`src/rtl/pipeline_ctrl_pkg.sv`:
```
// Shared types for the pipeline stall/flush sequencer: FSM state encoding and
// bit positions of the per-register control bundle.
package pipeline_ctrl_pkg;

    typedef enum logic [2:0] {
        ST_INIT     = 3'd0,
        ST_RUN      = 3'd1,
        ST_MEM_WAIT = 3'd2,
        ST_HALT     = 3'd3,
        ST_STEP     = 3'd4
    } state_e;

    localparam int unsigned CTL_STALL_IF  = 0;
    localparam int unsigned CTL_STALL_ID  = 1;
    localparam int unsigned CTL_STALL_EX  = 2;
    localparam int unsigned CTL_STALL_MEM = 3;
    localparam int unsigned CTL_FLUSH_IF  = 4;
    localparam int unsigned CTL_FLUSH_ID  = 5;
    localparam int unsigned CTL_W         = 6;

    localparam logic [CTL_W-1:0] CTL_ALL_STALL = 6'b00_1111;
    localparam logic [CTL_W-1:0] CTL_ALL_FLUSH = 6'b11_0000;

    localparam int unsigned WAIT_W = 8;

    // Cycles spent in INIT or HALT are not counted as executed cycles.
    function automatic logic is_active(input state_e s);
        return (s != ST_HALT) && (s != ST_INIT);
    endfunction

endpackage

```
`src/rtl/pipeline_ctrl_perf_counter.sv`:
```
// Saturating up-counter used for the cycle and stall performance counters.
module pipeline_ctrl_perf_counter #(
    parameter int unsigned CNT_W = 32
) (
    input  logic             clk,
    input  logic             rstn,
    input  logic             i_inc,
    output logic [CNT_W-1:0] o_cnt
);

    always_ff @(posedge clk) begin
        if (!rstn) begin
            o_cnt <= '0;
        end else if (i_inc && (o_cnt != '1)) begin
            o_cnt <= o_cnt + CNT_W'(1);
        end
    end

endmodule

```
`src/rtl/pipeline_ctrl.sv`:
```
// Central stall/flush sequencer for the 5-stage pipeline: resolves hazards,
// memory waits and debug run/step/halt into per-register hold/clear controls.
module pipeline_ctrl
    import pipeline_ctrl_pkg::*;
#(
    parameter int unsigned CNT_W       = 32,
    parameter int unsigned MEM_TIMEOUT = 255,
    parameter int unsigned INIT_FLUSH  = 2
) (
    input  logic             clk,
    input  logic             rstn,
    input  logic             load_use_hazard,
    input  logic             pc_change_EX,
    input  logic             mem_req_MEM,
    input  logic             mem_ready,
    input  logic             run,
    input  logic             step,
    output logic             stall_IF,
    output logic             stall_ID,
    output logic             stall_EX,
    output logic             stall_MEM,
    output logic             flush_IF,
    output logic             flush_ID,
    output logic             halted,
    output logic             mem_timeout,
    output logic [CNT_W-1:0] cycle_cnt,
    output logic [CNT_W-1:0] stall_cnt
);

    localparam int unsigned INIT_LAST  = (INIT_FLUSH > 0) ? INIT_FLUSH - 1 : 0;
    localparam int unsigned INIT_CNT_W = (INIT_LAST > 0) ? $clog2(INIT_LAST + 1) : 1;
    localparam logic [WAIT_W:0] TIMEOUT_LIM = (WAIT_W + 1)'(MEM_TIMEOUT);

    state_e                  r_state;
    state_e                  w_next;
    logic [WAIT_W-1:0]       r_wait;
    logic [INIT_CNT_W-1:0]   r_init_cnt;
    logic                    r_timeout;
    logic [CTL_W-1:0]        w_ctrl;
    logic                    w_halted;
    logic                    w_wait_clr;
    logic                    w_set_timeout;
    logic [WAIT_W:0]         w_wait_nxt;
    logic                    w_cycle_inc;
    logic                    w_stall_inc;

    assign w_wait_nxt = {1'b0, r_wait} + (WAIT_W + 1)'(1);

    // Next state and same-cycle control outputs.
    always_comb begin
        w_next        = r_state;
        w_ctrl        = '0;
        w_halted      = 1'b0;
        w_wait_clr    = 1'b0;
        w_set_timeout = 1'b0;
        case (r_state)
            ST_INIT: begin
                w_ctrl = CTL_ALL_FLUSH;
                if (r_init_cnt >= INIT_CNT_W'(INIT_LAST)) begin
                    w_next = run ? ST_RUN : ST_HALT;
                end
            end
            ST_RUN, ST_STEP: begin
                if (mem_req_MEM && !mem_ready) begin
                    w_ctrl     = CTL_ALL_STALL;
                    w_wait_clr = 1'b1;
                    w_next     = ST_MEM_WAIT;
                end else begin
                    // A redirect squashes the load-use consumer, so it wins.
                    if (pc_change_EX) begin
                        w_ctrl = CTL_ALL_FLUSH;
                    end else if (load_use_hazard) begin
                        w_ctrl[CTL_STALL_IF] = 1'b1;
                        w_ctrl[CTL_FLUSH_ID] = 1'b1;
                    end
                    w_next = ((r_state == ST_STEP) || !run) ? ST_HALT : ST_RUN;
                end
            end
            ST_MEM_WAIT: begin
                w_ctrl = CTL_ALL_STALL;
                if (mem_ready) begin
                    w_next = run ? ST_RUN : ST_HALT;
                end else if ((MEM_TIMEOUT != 0) && (w_wait_nxt >= TIMEOUT_LIM)) begin
                    w_set_timeout = 1'b1;
                    w_next        = ST_HALT;
                end
            end
            ST_HALT: begin
                w_ctrl   = CTL_ALL_STALL;
                w_halted = 1'b1;
                if (run) begin
                    if (!r_timeout) begin
                        w_next = ST_RUN;
                    end
                end else if (step) begin
                    w_next = ST_STEP;
                end
            end
            default: begin
                w_next = ST_INIT;
            end
        endcase
        if (!rstn) begin
            w_ctrl   = '1;
            w_halted = 1'b0;
        end
    end

    always_ff @(posedge clk) begin
        if (!rstn) begin
            r_state    <= ST_INIT;
            r_wait     <= '0;
            r_init_cnt <= '0;
            r_timeout  <= 1'b0;
        end else begin
            r_state <= w_next;
            if (w_wait_clr) begin
                r_wait <= '0;
            end else if ((r_state == ST_MEM_WAIT) && (r_wait != '1)) begin
                r_wait <= r_wait + WAIT_W'(1);
            end
            if ((r_state == ST_INIT) && (r_init_cnt != INIT_CNT_W'(INIT_LAST))) begin
                r_init_cnt <= r_init_cnt + INIT_CNT_W'(1);
            end
            if (w_set_timeout) begin
                r_timeout <= 1'b1;
            end
        end
    end

    assign w_cycle_inc = is_active(r_state);
    assign w_stall_inc = w_ctrl[CTL_STALL_IF] && (r_state != ST_HALT);

    pipeline_ctrl_perf_counter #(.CNT_W(CNT_W)) u_cycle_cnt (
        .clk   (clk),
        .rstn  (rstn),
        .i_inc (w_cycle_inc),
        .o_cnt (cycle_cnt)
    );

    pipeline_ctrl_perf_counter #(.CNT_W(CNT_W)) u_stall_cnt (
        .clk   (clk),
        .rstn  (rstn),
        .i_inc (w_stall_inc),
        .o_cnt (stall_cnt)
    );

    assign stall_IF    = w_ctrl[CTL_STALL_IF];
    assign stall_ID    = w_ctrl[CTL_STALL_ID];
    assign stall_EX    = w_ctrl[CTL_STALL_EX];
    assign stall_MEM   = w_ctrl[CTL_STALL_MEM];
    assign flush_IF    = w_ctrl[CTL_FLUSH_IF];
    assign flush_ID    = w_ctrl[CTL_FLUSH_ID];
    assign halted      = w_halted;
    assign mem_timeout = r_timeout;

endmodule

```
`config.mk`:
```
export PLATFORM = sky130hd
export DESIGN_NAME = pipeline_ctrl
export DESIGN_NICKNAME = d
export VERILOG_FILES = /design/src/rtl/pipeline_ctrl_pkg.sv /design/src/rtl/pipeline_ctrl_perf_counter.sv /design/src/rtl/pipeline_ctrl.sv
export SDC_FILE = /design/constraint.sdc
export NUM_CORES = 1
export LEC_CHECK = 0
export CAP_MARGIN = 10
export CORE_ASPECT_RATIO = 1.2
export CORE_MARGIN = 2
export CORE_UTILIZATION = 52
export CTS_CLUSTER_DIAMETER = 100
export DETAILED_ROUTE_END_ITERATION = 10
export PLACE_DENSITY = 0.8
export RECOVER_POWER = 25
export SYNTH_ARGS = -nofsm -noshare
export SYNTH_HDL_FRONTEND = slang
export SYNTH_SLANG_ARGS = --single-unit
```
`constraint.sdc`:
```
create_clock -name clk -period 4.9 [get_ports clk]
set_input_delay 0.98 -clock clk [delete_from_list [all_inputs] [get_ports clk]]
set_output_delay 0.98 -clock clk [all_outputs]
set_load 0.02 [all_outputs]
```
==> results by group <==
Timing
  • Hold Vio Cnt, Final: 0
  • Fin Clk Skew: 0.0178 ns
  • Final min period: 3.97 ns
  • Worst Max-Slew Pin Slew: 2.51 ns
  • PnR worst setup slack: 0.929 ns
  • Highest clock rate: 252 MHz
  • Hold slack: 0.472 ns
  • RSZ-0062 raised after global routing: no
  • Final slew viol count: 54
  • Slew headroom: -67.5%
  • Setup TNS: 0 ns
  • Part of the cycle the worst path needs: 81.0%
  • Final Setup Violations: 0

Critical path
  • Worst-path fanout max: 9
  • Critical path class: in -> out
  • CP required: 3.92 ns
  • Critical path's largest stage delay: 0.60 ns
  • CP startpoint kind: input port
  • CP Data Arrival Time: 2.99 ns
  • Worst path cell trace: dlygate4sd3_1 > nor2b_1 > nand2_1 > nand2_1 > or2_2 > clkdlybuf4s50_1
  • Worst path most repeated cell: nand2_1
  • Slowest CP cell: dlygate4sd3_1
  • Crit end category: output port

Logic synthesis
  • Netlist cell types: 55
  • Synthesized flop and latch total: 77
  • Async set-reset flop share out of synthesis: 0%
  • Mapped Nets: 517
  • Ys flop type: dfxtp_1
  • Mapped Cells: 505
  • Synthesized area per cell: 8.21 um2
  • Post-synthesis sequential area ratio: 37.2%
  • Synthesized cell area: 4150 um2
  • Post-synth EDFFs: 0
  • Yosys top cell area share: 37.2%
  • Ranking of synthesized cells by area: dfxtp_1, a21oi_1, o31ai_1
  • Area leader, netlist: dfxtp_1
  • Synth Warn #: 0

Placed design
  • # port buffers: 79
  • Post-DP HPWL: 7.01 mm
  • Post-Place Cells: 649
  • Placer congestion estimate: 0.868
  • Placed Area: 4940 um2
  • Pre-CTS WS: 1.06 ns

Route
  • Detailed Routing Iterations Pass 1: 4
  • Total Routed Length: 9.99 mm
  • Drt wl/cell: 15.0 um
  • Drc violations: 0
  • Vias per cell: 6.17
  • DR vias: 4104
  • 1st-iter DRT viols: 231
  • Post-DRT Antenna Nets: 0

Power
  • Pwr Total: 1.50 mW
  • P per Cell Area: 290 nW/um2
  • VDD IR-drop max: 0.265 mV
  • Leakage Power: 1.58 nW

Job
  • Max Cap Violations: 1

GRT
  • GRT Total Usage: 23.2%
  • Antenna violations before repair: 0
  • Largest net degree at the start of global routing: 54
  • First-pass GRT wire length: 16.6 mm
  • Vias in the first global route: 3747
  • Grt ovf: 0

Final layout
  • Layout Cells excl Fill: 665
  • Nets: 581
  • Area Overhead vs Synth: 24.2%
  • Most common cell after layout, fill and taps aside: dfxtp_1
  • Most frequent cells in the layout: dfxtp_1, clkdlybuf4s50_1, a21oi_1, nand2_1, o31ai_1
  • Final core occ: 66.8%
  • Layout cells sized above 1: 5.41%
  • ANT cells: 0
  • Final Cell Area: 5150 um2
  • Filler cells: 657

Clocking
  • CTS clk-pin slew, worst paths: 0.07 ns
  • Num CTS Buffers: 9
  • Hold_buf cts: 0
  • H-tree depth: 3
  • Resized Gates After CTS: 0
  • Clk Latency, worst-skew pair: 0.36 ns
  • CTS Buffer Depth: 2
  • TritonCTS clock tree: built
  • Setup Fix Bufs, Post-CTS: 0
  • Clk Tree Root Cell: clkbuf_8
  • CTS sink cnt: 77

Die
  • Die Ht: 102 um
  • Initial Util: 53.8%
  • I/O pin count: 80
  • Num rows: 35
  • Die area: 8700 um2
  • Core area: 7710 um2
  • Die X: 85.5 um

Run status
  • Failing checks: capacitance limit, slew limit
  • Run status: finished, violations left

Min path
  • Min-delay worst type: reg -> reg
==> logic make-up after synthesis <==
| logic type | synth area share [%] |
|---|---|
| and+or+nand+nor | 31.4 |
| AOI/OAI and AO/OA | 20.5 |
| DFF | 37.2 |
| buffers and inverters | 4.44 |
| muxes | 3.14 |
| xor gates and xnor gates | 2.11 |
| adders and majority gates | 1.21 |
==> report_power, final <==
part           switching (mW)  leakage (nW)  internal (mW)
combinational           0.156         0.853          0.119
clock                   0.238         0.101          0.284
sequential             0.0471         0.622          0.651
total                   0.441          1.58           1.05
==> area by class of cell <==
cell class / count / area [um2] / share of cell area, %
multi-input cells: 385 / 2420 / 47.0
flip-flops and latches: 77 / 1540 / 29.9
repair buffers: 82 / 807 / 15.7
clock buffers: 9 / 124 / 2.41
well taps: 92 / 115 / 2.24
clock inverters: 6 / 88.8 / 1.73
inverters: 14 / 52.6 / 1.02
==> flip-flops by register name, indices dropped and copies added (netlist names) <==
| register | count |
|---|---|
| u_cycle_cnt.o_cnt | 32 |
| u_stall_cnt.o_cnt | 32 |
| r_wait | 8 |
| r_state | 3 |
| mem_timeout | 1 |
| r_init_cnt | 1 |
==> worst max-delay path: cells and delay by family <==
kind / cells / cell delay (ns)
buffers and inverters: 2 / 1.20
and+or+nand+nor: 4 / 0.81
==> synth_stat cells (all sizes together) (2+ instances only) <==
master,instances
o21bai,2
ha,4
xor2,7
clkbuf,19
o22ai,3
nand2b,15
a31oi,4
a31o,2
nand2,44
o31ai,35
dfxtp,77
or2,5
nor3,6
a211oi,2
xnor2,3
nand4,20
o21a,4
and3b,2
and3,6
a21oi,53
nor4,14
o31a,2
or3,17
inv,14
and4,6
mux2i,13
nand3,22
nor4b,2
or4,34
nor2,24
o21ai,17
buf,10
o211ai,4
==> worst paths after layout <==
check / from / to / slack, ns / cells past startpoint
setup / recovery: mem_ready / stall_IF / 0.93 / 6
hold / removal: r_init_cnt$_SDFFE_PN0P_ / r_init_cnt$_SDFFE_PN0P_ / 0.47 / 2
setup reg to reg: r_state[1]$_SDFFE_PN0P_ / u_cycle_cnt.o_cnt[21]$_SDFFE_PN0P_ / 2.25 / 5
hold reg to reg: r_init_cnt$_SDFFE_PN0P_ / r_init_cnt$_SDFFE_PN0P_ / 0.47 / 2
==> metal layers <==
layer / wire, um / vias up / GRT usage (%)
met5: 0 / - / 0
met4: 125 / 0 / 9.65
met3: 349 / 12 / 3.18
met2: 4990 / 79 / 40.4
met1: 4520 / 1959 / 28.8
li1: - / 2054 / -
Power figures use the tool's default switching activity.
